===== src/rtl/calculator_display.sv =====
// calculator_display: converts a 14-bit signed-magnitude result to BCD with a
// sequential shift-add-3 engine and drives a multiplexed, active-low,
// common-anode 4-digit seven-segment display.
// Optional feature macro: CALC_DISPLAY_BLANK_ZEROS_EN (blank leading zeros).
module calculator_display #(
  parameter int REFRESH_OVERFLOW = 100000
) (
  input  logic        clk,
  input  logic        reset,
  input  logic [13:0] value,
  input  logic        neg,
  input  logic        load,
  output logic        ready,
  output logic [6:0]  seg,
  output logic [3:0]  an
);

  localparam int CNT_W = (REFRESH_OVERFLOW > 2) ? $clog2(REFRESH_OVERFLOW) : 1;
  localparam logic [CNT_W-1:0] CNT_LAST = CNT_W'(REFRESH_OVERFLOW - 1);

  localparam logic [6:0] GLYPH_DASH  = 7'b0111111;
  localparam logic [6:0] GLYPH_BLANK = 7'b1111111;

  typedef enum logic [1:0] {IDLE, SHIFT, DONE} state_t;

  state_t      state, state_next;
  logic [13:0] mag_reg;
  logic        neg_reg;
  logic        oor_reg;
  logic [15:0] bcd;
  logic [15:0] bcd_adj;
  logic [3:0]  shift_cnt;

  logic [15:0] disp_digits;
  logic        disp_neg;
  logic        disp_oor;

  logic [CNT_W-1:0] refresh_cnt;
  logic [1:0]       digit_idx;
  logic [1:0]       idx_next;
  logic             refresh_wrap;

  // Standard seven-segment encoding of a BCD digit, {g,f,e,d,c,b,a} active low
  function automatic logic [6:0] digit_glyph(input logic [3:0] d);
    logic [6:0] g;
    case (d)
      4'd0:    g = 7'b1000000;
      4'd1:    g = 7'b1111001;
      4'd2:    g = 7'b0100100;
      4'd3:    g = 7'b0110000;
      4'd4:    g = 7'b0011001;
      4'd5:    g = 7'b0010010;
      4'd6:    g = 7'b0000010;
      4'd7:    g = 7'b1111000;
      4'd8:    g = 7'b0000000;
      4'd9:    g = 7'b0010000;
      default: g = GLYPH_BLANK;
    endcase
    return g;
  endfunction

  // Glyph shown at one digit position given the latched display contents
  function automatic logic [6:0] position_glyph(input logic [1:0]  pos,
                                                input logic [15:0] digits,
                                                input logic        n,
                                                input logic        o);
    logic [6:0] g;
    logic [3:0] d;
    d = digits[pos*4 +: 4];
    g = digit_glyph(d);
    if (o) begin
      g = GLYPH_DASH;
    end else if (pos == 2'd3 && n) begin
      g = GLYPH_DASH;
    end else begin
`ifdef CALC_DISPLAY_BLANK_ZEROS_EN
      case (pos)
        2'd3:    if (digits[15:12] == 4'd0) g = GLYPH_BLANK;
        2'd2:    if (digits[15:8] == 8'd0) g = GLYPH_BLANK;
        2'd1:    if (digits[15:4] == 12'd0) g = GLYPH_BLANK;
        default: g = digit_glyph(d);
      endcase
`else
      g = digit_glyph(d);
`endif
    end
    return g;
  endfunction

  assign ready = (state == IDLE);

  // Converter state register
  always_ff @(posedge clk or posedge reset) begin
    if (reset) state <= IDLE;
    else       state <= state_next;
  end

  // Converter next-state: fixed 14 shifts then one cycle to publish the result
  always_comb begin
    state_next = state;
    case (state)
      IDLE:    if (load) state_next = SHIFT;
      SHIFT:   if (shift_cnt == 4'd1) state_next = DONE;
      DONE:    state_next = IDLE;
      default: state_next = IDLE;
    endcase
  end

  // Add 3 to every BCD nibble that is 5 or more before the next shift
  always_comb begin
    bcd_adj = bcd;
    for (int i = 0; i < 4; i++) begin
      if (bcd[i*4 +: 4] >= 4'd5) bcd_adj[i*4 +: 4] = bcd[i*4 +: 4] + 4'd3;
    end
  end

  // Operand capture with range check, then the double-dabble shift datapath
  always_ff @(posedge clk or posedge reset) begin
    if (reset) begin
      mag_reg   <= '0;
      neg_reg   <= 1'b0;
      oor_reg   <= 1'b0;
      bcd       <= '0;
      shift_cnt <= '0;
    end else if (state == IDLE && load) begin
      mag_reg   <= value;
      neg_reg   <= neg;
      oor_reg   <= neg ? (value > 14'd999) : (value > 14'd9999);
      bcd       <= '0;
      shift_cnt <= 4'd14;
    end else if (state == SHIFT) begin
      bcd       <= {bcd_adj[14:0], mag_reg[13]};
      mag_reg   <= {mag_reg[12:0], 1'b0};
      shift_cnt <= shift_cnt - 4'd1;
    end
  end

  // Display registers only take a finished conversion, never partial results
  always_ff @(posedge clk or posedge reset) begin
    if (reset) begin
      disp_digits <= '0;
      disp_neg    <= 1'b0;
      disp_oor    <= 1'b0;
    end else if (state == DONE) begin
      disp_digits <= bcd;
      disp_neg    <= neg_reg;
      disp_oor    <= oor_reg;
    end
  end

  assign refresh_wrap = (refresh_cnt == CNT_LAST);
  assign idx_next     = refresh_wrap ? digit_idx + 2'd1 : digit_idx;

  // Refresh timer and digit index for the time-multiplexed anodes
  always_ff @(posedge clk or posedge reset) begin
    if (reset) begin
      refresh_cnt <= '0;
      digit_idx   <= 2'd0;
    end else begin
      refresh_cnt <= refresh_wrap ? '0 : refresh_cnt + CNT_W'(1);
      digit_idx   <= idx_next;
    end
  end

  // Registered pin drivers; seg tracks display contents one cycle behind
  always_ff @(posedge clk or posedge reset) begin
    if (reset) begin
      seg <= 7'b1000000;
      an  <= 4'b1110;
    end else begin
      seg <= position_glyph(idx_next, disp_digits, disp_neg, disp_oor);
      an  <= ~(4'b0001 << idx_next);
    end
  end

endmodule


===== config.mk =====
export PLATFORM = sky130hd
export DESIGN_NAME = calculator_display
export DESIGN_NICKNAME = d
export VERILOG_FILES = /design/src/rtl/calculator_display.sv
export SDC_FILE = /design/constraint.sdc
export NUM_CORES = 1
export LEC_CHECK = 0
export ABC_CLOCK_PERIOD_IN_PS = 3550
export BUFFER_PORTS_ARGS = -buffer_cell sky130_fd_sc_hd__buf_2
export CAP_MARGIN = 10
export CORE_ASPECT_RATIO = 0.8
export CORE_UTILIZATION = 37
export DETAILED_ROUTE_END_ITERATION = 7
export GPL_ROUTABILITY_DRIVEN = 0
export SKIP_CTS_REPAIR_TIMING = 1
export SYNTH_ARGS = -nofsm -noshare
export SYNTH_HDL_FRONTEND = slang
export SYNTH_SLANG_ARGS = --single-unit

===== constraint.sdc =====
create_clock -name clk -period 3.55 [get_ports clk]
set_input_delay 0 -clock clk [delete_from_list [all_inputs] [get_ports clk]]
set_output_delay 0 -clock clk [all_outputs]
set_load 0.01 [all_outputs]

### Word-level counts from Yosys, hierarchy flattened

Memories as Yosys holds them, arrays and structs flattened.
Cells that the tools add are included.

* magnitude comparators: 6
* $mul: 0
* mux-type cells: 18
* bitwise logic cells: 1
* add/sub/neg operators: 7
* div/mod/pow operators: 0
* equal/unequal tests: 7
* shift operators: 2
* reductions and logical operators: 5

Operator list (number)
* $mux W16: 2
* $mux W14: 2
* $mux W4: 5
* $add A17 B1 Y17 const B: 1
* $eq A17 B17 Y1 const B: 1
* $mux W17: 1
* $ge A4 B3 Y1 const B: 4
* $shiftx A16 B5 Y4: 1
* $gt A14 B10 Y1 const B: 1
* $gt A14 B14 Y1 const B: 1
* $mux W7: 2
* $add A4 B2 Y4 const B: 3
* $mux W2: 3
* $eq A2 B2 Y1 const B: 2
* $eq A4 B1 Y1 const B: 1
* $ne A2 B2 Y1 const B: 2
* $not A4 Y4: 1
* $pmux W2 S2: 1
* $shl A1 B2 Y4 const A: 1
* $sub A4 B1 Y4 const B: 1
* $add A3 B2 Y3 const B: 1
* $mux W3: 1
* $add A2 B1 Y2 const B: 1
* $eq A2 B1 Y1 const B: 1
* 5 further kinds: 6

* ROM bits: 112
* bits in writable memories: 0
* logic and storage cells: 60
* output and inout bits: 12
* latch bits: 0
* input bits: 18
* memories kept: 1
* register bits after elaboration: 86

Memories
* (name not given): words 16, bits a word 7, read ports 1, clocked after memory_dff 0, write ports 0, line 46 `case (d)`

### Logic depth before layout (Yosys ltp)

Gate-level depths: netlist of the first run.

* depth in word-level cells: 6
* depth in mapped cells: 11

### Least setup slack after synthesis of the first run

No wires, ideal clock.

* path type: reg2reg
* from: register refresh_cnt[0]
* to: register seg[3]
* period minus slack after synthesis: 2525 ps
* arrival: 2379 ps
* required time: 3404 ps
* setup slack: 1025 ps
* stages on the path, launching flop included: 12
* cells stage by stage: dfrtp_1 > ha_1 > and4_1 > buf_4 > and4_1 > buf_6 > buf_6 > or3_1 > o2111a_1 > ha_1 > a21o_1 > o311ai_0

* longest elaborated chain between the ends: 6
* elaborated cells on any way between the ends: 8

Ends and longest elaborated chain
* from (decl): line 38 `logic [CNT_W-1:0] refresh_cnt;`
* from (signal assigned): line 160 `refresh_cnt <= refresh_wrap ? '0 : refresh_cnt + CNT_W'(1);`
* $eq A17 B17 Y1 *: line 151 `assign refresh_wrap = (refresh_cnt == CNT_LAST);`
* $mux W2 *: line 152 `assign idx_next = refresh_wrap ? digit_idx + 2'd1 : digit_idx;`
* $shiftx A16 B5 Y4 / $eq A2 B2 Y1 (equally long branches): line 69, 73
* $mem_v2 Z16 W7 / $logic_and A1 B1 Y1 (equally long branches)
* $mux W7 *: line 73 `end else if (pos == 2'd3 && n) begin`
* $mux W7 *: line 71 `if (o) begin`
* to (signal assigned): line 171 `seg <= position_glyph(idx_next, disp_digits, disp_neg, disp_oor);`
* to (decl): line 14 `output logic [6:0] seg,`

Mark *: on every way between the ends. The rest lies on a longest branch, timed or not.
A chain may end at the register's enable or synchronous reset.

### Worst setup path in the final report of the first run

Same ends and word-level chain as after synthesis.

==> flow_metrics.py, run 1 <==
metrics = {
    "synth": {
        "ys_seq_area_share_pct": 51.19,
        "synth_area_sq_um": 4214,
        "synth_warnings": 0,
        "synth_nets": 442,
        "synthCells": 412,
        "synth_edf_count": 0,
        "synth_mux_area_share_pct": 5.404,
        "synthSimpleGateAreaFrac_pct": 17.31,
        "synth_top_family_by_area": "simple AND/OR/NAND/NOR gates",
        "avgSynthCellArea_sq_um": 10.23,
        "synthArstFlopShare_pct": 100.0,
        "synth.area.top_cells": "dfrtp_1 (49%), nand2_1 (5.3%), o21ai_0 (4.0%)",
        "synth_top_cell_by_area": "dfrtp_1",
        "synth_top_flop_cell": "dfrtp_1",
        "synth_cell_types": 52,
        "synth-compound-area-share_pct": 13.87,
        "synth_fa_ha_area_share_pct": 3.563,
        "synth-seq-cells": 86,
        "synth_xor_xnor_area_share_pct": 4.751,
        "yosysTopAreaCellShare_pct": 48.69,
    },
    "detailed_routing": {
        "vias": 3048,
        "wl_microns": 8447,
        "routed_via_density": 5.063,
        "drcViolationCount": 0,
        "first_pass_iters": 4,
        "antenna_left": 0,
        "wl_per_cell_microns": 14.03,
        "drt_iter0_markers": 155,
    },
    "worst_setup_path": {
        "cpLargestDelayFamily": "simple AND/OR/NAND/NOR gates",
        "r2r_slack_ns": 0.57,
        "start_kind": "flip-flop",
        "cp_max_fo": 13,
        "end_kind": "flip-flop",
        "critical_path_required_ns": 3.74,
        "worstSetupPathType": "reg2reg",
        "r2r_start": "refresh_cnt[0]$_DFF_PP0_",
        "crit_buf_inv": 0,
        "rr_endpoint": "seg[3]$_DFF_PP0_",
        "slowest_delay_ns": 0.60,
        "r2r_cells": 8,
        "critPathSlowestCell": "and4_1",
        "crit_chain": "ha_1 > and4_1 > and4_1 > mux2i_1 > a2111o_1 > ha_1 > a21o_1 > o311ai_0",
        "critPathArrivalTime_ns": 3.17,
    },
    "clocking": {
        "clock_sinks": 86,
        "worst_skew_pair.late_latency_ns": 0.34,
        "cts_buffers": 9,
        "cts_tree": "built",
        "clock_tree.buffer_depth": 2,
        "path_clk_slew_ns": 0.06,
        "cts-root-buf": "clkbuf_16",
        "cts.htree.levels": 3,
    },
    "run": {
        "drv_cap": 0,
    },
    "power_and_ir_drop": {
        "p_seq_share_pct": 41.3,
        "leakage_nw": 2.291,
        "pwr-share-clk_pct": 27.3,
        "p_sw_share_pct": 34.19,
        "intPower_mw": 2.321,
        "powerDensity_nw_per_um2": 712.7,
        "power_switching_mw": 1.206,
        "ir_drop_mv": 0.4263,
        "p_comb_share_pct": 31.4,
    },
    "floorplan": {
        "core.rowCount": 34,
        "die_area_sq_um": 11820,
        "start_util_pct": 38.39,
        "io_pins": 30,
        "coreArea_sq_um": 10980,
        "die_w_microns": 121.3,
        "die_y_microns": 97.46,
    },
    "sta": {
        "fin_crit_sh_pct": 83.93,
        "hold_viol_final": 0,
        "setup_tns_ns": 0,
        "setup_viol": 0,
        "fin_worst_skew_ns": 0.007251,
        "min_period_ns": 2.979,
        "rsz0062_at_grt": "no",
        "slew_headroom_pct": 35.90,
        "max_freq_mhz": 335.6,
        "fin_ws_ns": 0.5706,
        "final-max-slew-violation-count": 0,
        "tightest_slew_ns": 0.9615,
    },
    "final_layout": {
        "largest_register": "refresh_cnt",
        "largest_register_ffs": 17,
        "syn2layout_area_growth_pct": 17.43,
        "reg_top3": "refresh_cnt x17, bcd x16, disp_digits x16",
        "diodes": 0,
        "final_nets": 483,
        "final_util_pct": 45.09,
        "final_cell_mix": "dfrtp_1 (82), nand2_1 (59), o21ai_0 (34)",
        "layout_commonest_cell": "dfrtp_1",
        "layout-drive-gt1-share_pct": 17.03,
    },
    "global_route": {
        "antenna_found_initial": 0,
        "grt_pass1_wl_microns": 14460,
        "grt_max_degree": 36,
        "grt-ovfl-total": 0,
        "grt_pass1_vias": 3001,
        "grt_usage_pct": 15.56,
    },
    "place": {
        "dp_hpwl_microns": 5784,
        "numPortBuffers": 29,
        "pre_cts_ws_ns": 0.5880,
    },
    "hold_path": {
        "hold_class": "in2reg",
        "hold-path-endpoint": "bcd[0]$_DFFE_PP0P_",
        "hp-start": "load",
        "whs_path_depth": 4,
    },
    "run_status": {
        "status": "complete, no violations",
    },
}
[cells in the mapped netlist (3+ instances only)]
cell type / instances
xor2_1: 10
dfrtp_1: 82
and3_1: 5
nand2b_1: 9
or3_1: 3
buf_6: 3
a32o_1: 4
mux2i_1: 7
nor4_1: 4
xnor2_1: 11
o31ai_1: 6
inv_1: 17
nor3_1: 4
nand4_1: 4
nand3_1: 18
nor3b_1: 3
a22oi_1: 14
mux2_2: 14
dfstp_2: 4
a21oi_1: 14
and2_1: 3
clkbuf_1: 15
nor2_1: 24
o21ai_0: 34
ha_1: 12
nand2_1: 59
[worst min-delay path, delay by kind of cell]
| family | cells | cell delay [ns] |
|---|---|---|
| AO/OA/AOI/OAI | 1 | 0.09 |
| buffers and inverters | 2 | 0.31 |
| AND/OR/NAND/NOR | 1 | 0.11 |
[cells by family (layout without fill, tap and decap cells)]
| logic type | after synthesis | after routing |
|---|---|---|
| adder cells (fa/ha/maj) | 12 | 12 |
| multiplexers | 21 | 21 |
| XOR/XNOR | 22 | 22 |
| buffers and inverters | 37 | 83 |
| AND/OR/NAND/NOR | 145 | 145 |
| AO/OA/AOI/OAI | 89 | 89 |
| flip-flops | 86 | 86 |
[how the worst max path moves through the flow]
| stage | startpoint | depth (start not counted) | to | slack, ns |
|---|---|---|---|---|
| floorplan | refresh_cnt[0]$_DFF_PP0_ | 11 | seg[3]$_DFF_PP0_ | 1.02 |
| global placement | refresh_cnt[0]$_DFF_PP0_ | 8 | seg[3]$_DFF_PP0_ | 0.65 |
| detailed placement | refresh_cnt[0]$_DFF_PP0_ | 8 | seg[5]$_DFF_PP0_ | 0.59 |
| CTS | refresh_cnt[0]$_DFF_PP0_ | 8 | seg[3]$_DFF_PP0_ | 0.55 |
| global route | refresh_cnt[0]$_DFF_PP0_ | 8 | seg[5]$_DFF_PP0_ | 0.36 |
| finish | refresh_cnt[0]$_DFF_PP0_ | 8 | seg[3]$_DFF_PP0_ | 0.57 |
[routing by layer]
layer	vias up	global-route usage [%]	routed length (microns)
li1	1525	-	-
met1	1465	22.36	4338
met2	48	22.99	3727
met3	10	3.697	284
met4	0	4.843	97
met5	-	0	0
[cell type report]
type                       instances  area [sq um]
fill                            1040          6027
sequential                        86          2157
clock buffer                      12         256.5
multi-input combinational        289          1892
clock inverter                     4         55.05
tap                              144         180.2
inverter                          17         65.06
timing repair buffer              50         342.8
[power by group through the flow]
stage | Combinational [mW] | Clock [mW] | Sequential [mW]
6_report | 1.11 | 0.962 | 1.46
5_1_grt | 1.29 | 1.02 | 1.50
4_1_cts | 1.11 | 0.987 | 1.46
3_5_place_dp | 1.10 | 0 | 1.47
3_3_place_gp | 1.07 | 0 | 1.46
2_1_floorplan | 0.870 | 0 | 1.42
[stage by stage]
step                      power [mW]  instances  hold slack, ns  cell area [sq um]
after global routing           3.802        602          0.2884               4949
final                          3.527        602          0.2374               4949
after global placement         2.533        570          0.1023               4477
after detailed placement       2.576        570         0.09482               4477
after floorplan                2.288        412          0.1054               4214
after CTS                      3.551        586         -0.2681               4788
(Power assumes the default switching activity.)
==> run 2: changes to the inputs <==
Settings changed: ABC_CLOCK_PERIOD_IN_PS 3550 to 3100.
Clock period 3.55 ns to 3.1 ns, I/O delays scaled along.
==> run 2 against run 1 <==
Die area unchanged. Critical path depth unchanged. Total power up 13%. Fmax up 6.0%. Register-to-register slack worse by 0.28 ns. Clock skew down 0.0017 ns. Design area down 0.23%. First-iteration DRC count down 4.5%. Utilization down 0.10 points. Clock power up 7%. Final cell count up 0.33%. Largest cell class unchanged.
==> flow_metrics.py, run 2 (synthesis gave the netlist of run 1 again) <==
metrics = {
    "floorplan": {
        "die_y_microns": 97.46,
        "core.rowCount": 34,
        "die_w_microns": 121.3,
        "start_util_pct": 38.39,
        "die_area_sq_um": 11820,
        "coreArea_sq_um": 10980,
        "io_pins": 30,
    },
    "power_and_ir_drop": {
        "pwr-share-clk_pct": 25.9,
        "power_switching_mw": 1.369,
        "powerDensity_nw_per_um2": 807.1,
        "ir_drop_mv": 0.3990,
        "p_seq_share_pct": 42.0,
        "p_total_mw": 3.985,
        "leakage_nw": 2.292,
        "intPower_mw": 2.616,
        "p_sw_share_pct": 34.36,
        "p_comb_share_pct": 32.0,
    },
    "sta": {
        "final-max-slew-violation-count": 0,
        "slew_headroom_pct": 34.73,
        "setup_viol": 0,
        "max_freq_mhz": 355.6,
        "setup_tns_ns": 0,
        "fin_worst_skew_ns": 0.005550,
        "hold_viol_final": 0,
        "fin_ws_ns": 0.2879,
        "fin_crit_sh_pct": 90.71,
        "tightest_slew_ns": 0.9790,
        "min_period_ns": 2.812,
        "rsz0062_at_grt": "no",
    },
    "final_layout": {
        "diodes": 0,
        "largest_register_ffs": 17,
        "final_nets": 485,
        "final_cell_mix": "dfrtp_1 (82), nand2_1 (59), o21ai_0 (34)",
        "syn2layout_area_growth_pct": 17.16,
        "largest_register": "refresh_cnt",
        "reg_top3": "refresh_cnt x17, bcd x16, disp_digits x16",
        "layout-drive-gt1-share_pct": 16.96,
        "layout_commonest_cell": "dfrtp_1",
    },
    "place": {
        "pre_cts_ws_ns": 0.3315,
        "numPortBuffers": 29,
        "dp_hpwl_microns": 5744,
    },
    "worst_setup_path": {
        "slowest_delay_ns": 0.54,
        "critical_path_required_ns": 3.29,
        "crit_chain": "ha_1 > and4_1 > and4_1 > mux2i_1 > a2111o_1 > ha_1 > a21o_1 > o311ai_0",
        "worstSetupPathType": "reg2reg",
        "critPathSlowestCell": "a2111o_1",
        "end_kind": "flip-flop",
        "critPathArrivalTime_ns": 3.00,
        "cp_max_fo": 9,
        "start_kind": "flip-flop",
    },
    "detailed_routing": {
        "drt_iter0_markers": 148,
        "drcViolationCount": 0,
        "routed_via_density": 5.003,
        "first_pass_iters": 4,
        "antenna_left": 0,
        "vias": 3022,
        "wl_per_cell_microns": 13.85,
        "wl_microns": 8364,
    },
    "global_route": {
        "grt-ovfl-total": 0,
        "grt_pass1_wl_microns": 14050,
        "grt_max_degree": 51,
        "grt_pass1_vias": 2817,
        "antenna_found_initial": 0,
        "grt_usage_pct": 15.26,
    },
    "clocking": {
        "cts_buffers": 9,
        "clock_sinks": 86,
        "cts_tree": "built",
        "cts.htree.levels": 3,
        "worst_skew_pair.late_latency_ns": 0.33,
        "path_clk_slew_ns": 0.06,
        "clock_tree.buffer_depth": 2,
        "cts-root-buf": "clkbuf_16",
    },
    "run_status": {
        "status": "complete, no violations",
    },
    "run": {
        "drv_cap": 0,
    },
    "hold_path": {
        "hold_class": "in2reg",
    },
}
-- run 2: cell types whose count changed in the layout (fill, tap and decap cells not counted), sizes merged --
cell	before	now
buf	34	36
clkinvlp	1	0
clkinv	3	4
-- run 2: routing by layer --
metal | share of wire (%) | wire length, microns | vias to the layer above | global-route usage (%)
li1 | - | - | 1526 | -
met1 | 54 | 4484 | 1438 | 23.46
met2 | 42 | 3497 | 49 | 20.59
met3 | 3.6 | 303 | 9 | 4.401
met4 | 0.93 | 78 | 0 | 3.989
met5 | 0 | 0 | - | 0
-- run 2: worst max-delay path: cells and delay by family, from the launching register on --
kind	cells	cell delay (ns)
AO/OA/AOI/OAI	3	0.75
adder cells (fa/ha/maj)	2	0.58
flip-flops	1	0.38
multiplexers	1	0.14
AND/OR/NAND/NOR	2	0.80
-- run 2: path summary, 6_finish.rpt --
| kind | cells past startpoint | slack, ns | start | to |
|---|---|---|---|---|
| max | 8 | 0.29 | refresh_cnt[0]$_DFF_PP0_ | seg[3]$_DFF_PP0_ |
| min | 4 | 0.1 | load | shift_cnt[3]$_DFFE_PP0P_ |
| max reg2reg | 8 | 0.29 | refresh_cnt[0]$_DFF_PP0_ | seg[3]$_DFF_PP0_ |
| min reg2reg | 2 | 0.48 | mag_reg[7]$_DFFE_PP0P_ | mag_reg[7]$_DFFE_PP0P_ |
| max in group asynchronous | 4 | 1.89 | reset | seg[6]$_DFF_PP1_ |
| min in group asynchronous | 3 | 0.37 | reset | shift_cnt[3]$_DFFE_PP0P_ |
-- run 2: final cells by class --
class                           instances  area, sq um
Sequential cell                        86         2157
Tap cell                              144        180.2
Clock inverter                          4        48.80
Clock buffer                           12        236.5
Multi-Input combinational cell        289         1892
Fill cell                            1052         6038
Timing Repair Buffer                   52        357.8
Inverter                               17        65.06
-- run 2: power by group through the flow --
| stage | Clock (mW) | Combinational (mW) | Sequential (mW) |
|---|---|---|---|
| 2_1_floorplan | 0 | 0.996 | 1.62 |
| 3_3_place_gp | 0 | 1.24 | 1.68 |
| 3_5_place_dp | 0 | 1.27 | 1.69 |
| 4_1_cts | 1.07 | 1.28 | 1.67 |
| 5_1_grt | 1.12 | 1.48 | 1.71 |
| 6_report | 1.03 | 1.28 | 1.67 |
-- run 2: stage by stage --
step	hold slack, ns	cell area [sq um]	std cells	utilization, %
after global placement	0.2035	4492	572	40.93
after global routing	0.1282	4937	604	44.98
after floorplan	0.1054	4214	412	-
after CTS	-0.1465	4777	588	43.52
after detailed placement	0.2134	4492	572	40.93
final	0.09717	4937	604	44.98
==> run 3: changes to the inputs <==
Settings changed: GPL_TIMING_DRIVEN from default to 0.
==> run 3 against run 2 <==
Fmax increased by 1.9%. Via count is 5.1% higher. First-iteration DRC count up 35%. Total power increased by 0.51%. Sequential share of layout area fell by 0.65 points. Non-clock buffer count increased by 14. Die area stayed put. Clock power barely moved. Final cell count increased by 2.3%.
==> flow_metrics.py, run 3 (synthesis gave the netlist of run 1 again) <==
metrics = {
    "run_status": {
        "status": "complete, no violations",
    },
    "final_layout": {
        "layout_commonest_cell": "dfrtp_1",
        "final_util_pct": 45.67,
        "reg_top3": "refresh_cnt x17, bcd x16, disp_digits x16",
        "diodes": 0,
        "instances_no_fill": 618,
        "largest_register_ffs": 17,
        "final_cell_mix": "dfrtp_1 (82), nand2_1 (59), o21ai_0 (34)",
        "syn2layout_area_growth_pct": 18.94,
        "largest_register": "refresh_cnt",
        "layout-drive-gt1-share_pct": 16.67,
        "final_nets": 499,
    },
    "detailed_routing": {
        "routed_via_density": 5.139,
        "drt_iter0_markers": 200,
        "first_pass_iters": 5,
        "vias": 3176,
        "wl_microns": 8925,
        "drcViolationCount": 0,
        "antenna_left": 0,
        "wl_per_cell_microns": 14.44,
    },
    "worst_setup_path": {
        "crit_top_cell": "ha_1",
        "crit_chain": "ha_1 > and4_1 > buf_4 > nand4_4 > mux2i_1 > inv_1 > o2111a_1 > ha_1 > a21o_1 > o311ai_0",
        "critical_path_required_ns": 3.30,
        "end_kind": "flip-flop",
        "critPathArrivalTime_ns": 2.96,
        "worstSetupPathType": "reg2reg",
        "cp_max_fo": 10,
        "start_kind": "flip-flop",
        "crit_buf_inv": 2,
        "r2r_slack_ns": 0.34,
        "critPathSlowestCell": "mux2i_1",
        "cpLargestDelayFamily": "adder cells",
        "slowest_delay_ns": 0.43,
    },
    "power_and_ir_drop": {
        "powerDensity_nw_per_um2": 799.0,
        "ir_drop_mv": 0.4469,
        "leakage_nw": 2.313,
        "p_total_mw": 4.005,
    },
    "global_route": {
        "grt_pass1_wl_microns": 14970,
        "antenna_found_initial": 0,
        "grt-ovfl-total": 0,
        "grt_pass1_vias": 2956,
        "grt_usage_pct": 16.29,
        "grt_max_degree": 72,
    },
    "floorplan": {
        "coreArea_sq_um": 10980,
        "die_y_microns": 97.46,
        "die_area_sq_um": 11820,
        "core.rowCount": 34,
        "start_util_pct": 38.39,
        "io_pins": 30,
        "die_w_microns": 121.3,
    },
    "clocking": {
        "clock_tree.buffer_depth": 2,
        "worst_skew_pair.late_latency_ns": 0.35,
        "clock_sinks": 86,
        "cts_buffers": 9,
        "cts_tree": "built",
        "cts.htree.levels": 3,
        "path_clk_slew_ns": 0.06,
        "cts-root-buf": "clkbuf_16",
    },
    "place": {
        "numPortBuffers": 29,
        "dp.cells": 586,
        "dp_hpwl_microns": 6220,
    },
    "sta": {
        "slew_headroom_pct": 51.65,
        "rsz0062_at_grt": "no",
        "fin_crit_sh_pct": 89.06,
        "setup_viol": 0,
        "fin_worst_skew_ns": 0.01130,
        "tightest_slew_ns": 0.7187,
        "max_freq_mhz": 362.2,
        "final-max-slew-violation-count": 0,
        "min_period_ns": 2.761,
        "hold_viol_final": 0,
    },
    "run": {
        "drv_cap": 0,
    },
    "hold_path": {
        "hold_class": "in2reg",
    },
}
run 3: cell count changes in the layout (fill, tap and decap cells not counted):
cell	delta
clkinv_2	-1
inv_6	+1
buf_6	+3
inv_8	+2
buf_4	-6
buf_16	+1
bufinv_16	-1
inv_4	+1
buf_1	+1
clkinvlp_4	+1
clkbuf_1	+12
run 3: tightest hold or removal path, stage by stage:
cell	delay [ns]
buf_2	0.09
and2_1	0.14
nor2_1	0.09
nand2_1	0.07
nand2_1	0.04
run 3: cell type report:
cell class,instances,area (sq um)
multi-input combinational,289,1892
tap,144,180.2
fill,1045,5963
buffer,20,101.3
inverter,17,66.31
clock buffer,9,225.2
clock inverter,7,57.56
timing repair buffer,46,332.8
sequential,86,2157
run 3: final timing paths:
path | cells after the start | startpoint | end
hold / removal | 5 | load | mag_reg[11]$_DFFE_PP0P_
setup / recovery | 10 | refresh_cnt[0]$_DFF_PP0_ | seg[3]$_DFF_PP0_
max in group asynchronous | 4 | reset | seg[6]$_DFF_PP1_
setup reg to reg | 10 | refresh_cnt[0]$_DFF_PP0_ | seg[3]$_DFF_PP0_
min in group asynchronous | 3 | reset | shift_cnt[1]$_DFFE_PP0P_
hold reg to reg | 2 | mag_reg[10]$_DFFE_PP0P_ | mag_reg[10]$_DFFE_PP0P_
run 3: routing by layer:
layer	routed length [microns]	global-route usage (%)	part of all wire [%]	up-vias
met5	0	0	0	-
li1	-	-	-	1565
met1	4582	24.12	51	1554
met2	3932	22.64	44	47
met4	99	4.748	1.1	0
met3	310	4.871	3.5	10
run 3: metrics by stage:
| step | cell area (sq um) | setup TNS (ns) | hold slack, ns | setup slack, ns |
|---|---|---|---|---|
| after CTS | 4852 | 0 | -0.4110 | 0.3338 |
| after floorplan | 4214 | 0 | 0.1054 | 0.5750 |
| final | 5012 | 0 | 0.1269 | 0.3391 |
| after global routing | 5012 | 0 | 0.1476 | 0.1353 |
| after detailed placement | 4569 | 0 | -0.03876 | 0.3577 |
| after global placement | 4539 | -16.93 | 0.2134 | -0.2153 |
run 3: where the power goes:
part | internal [mW] | switching [mW]
sequential | 1.44 | 0.229
clock | 0.555 | 0.470
combinational | 0.556 | 0.756
total | 2.55 | 1.45
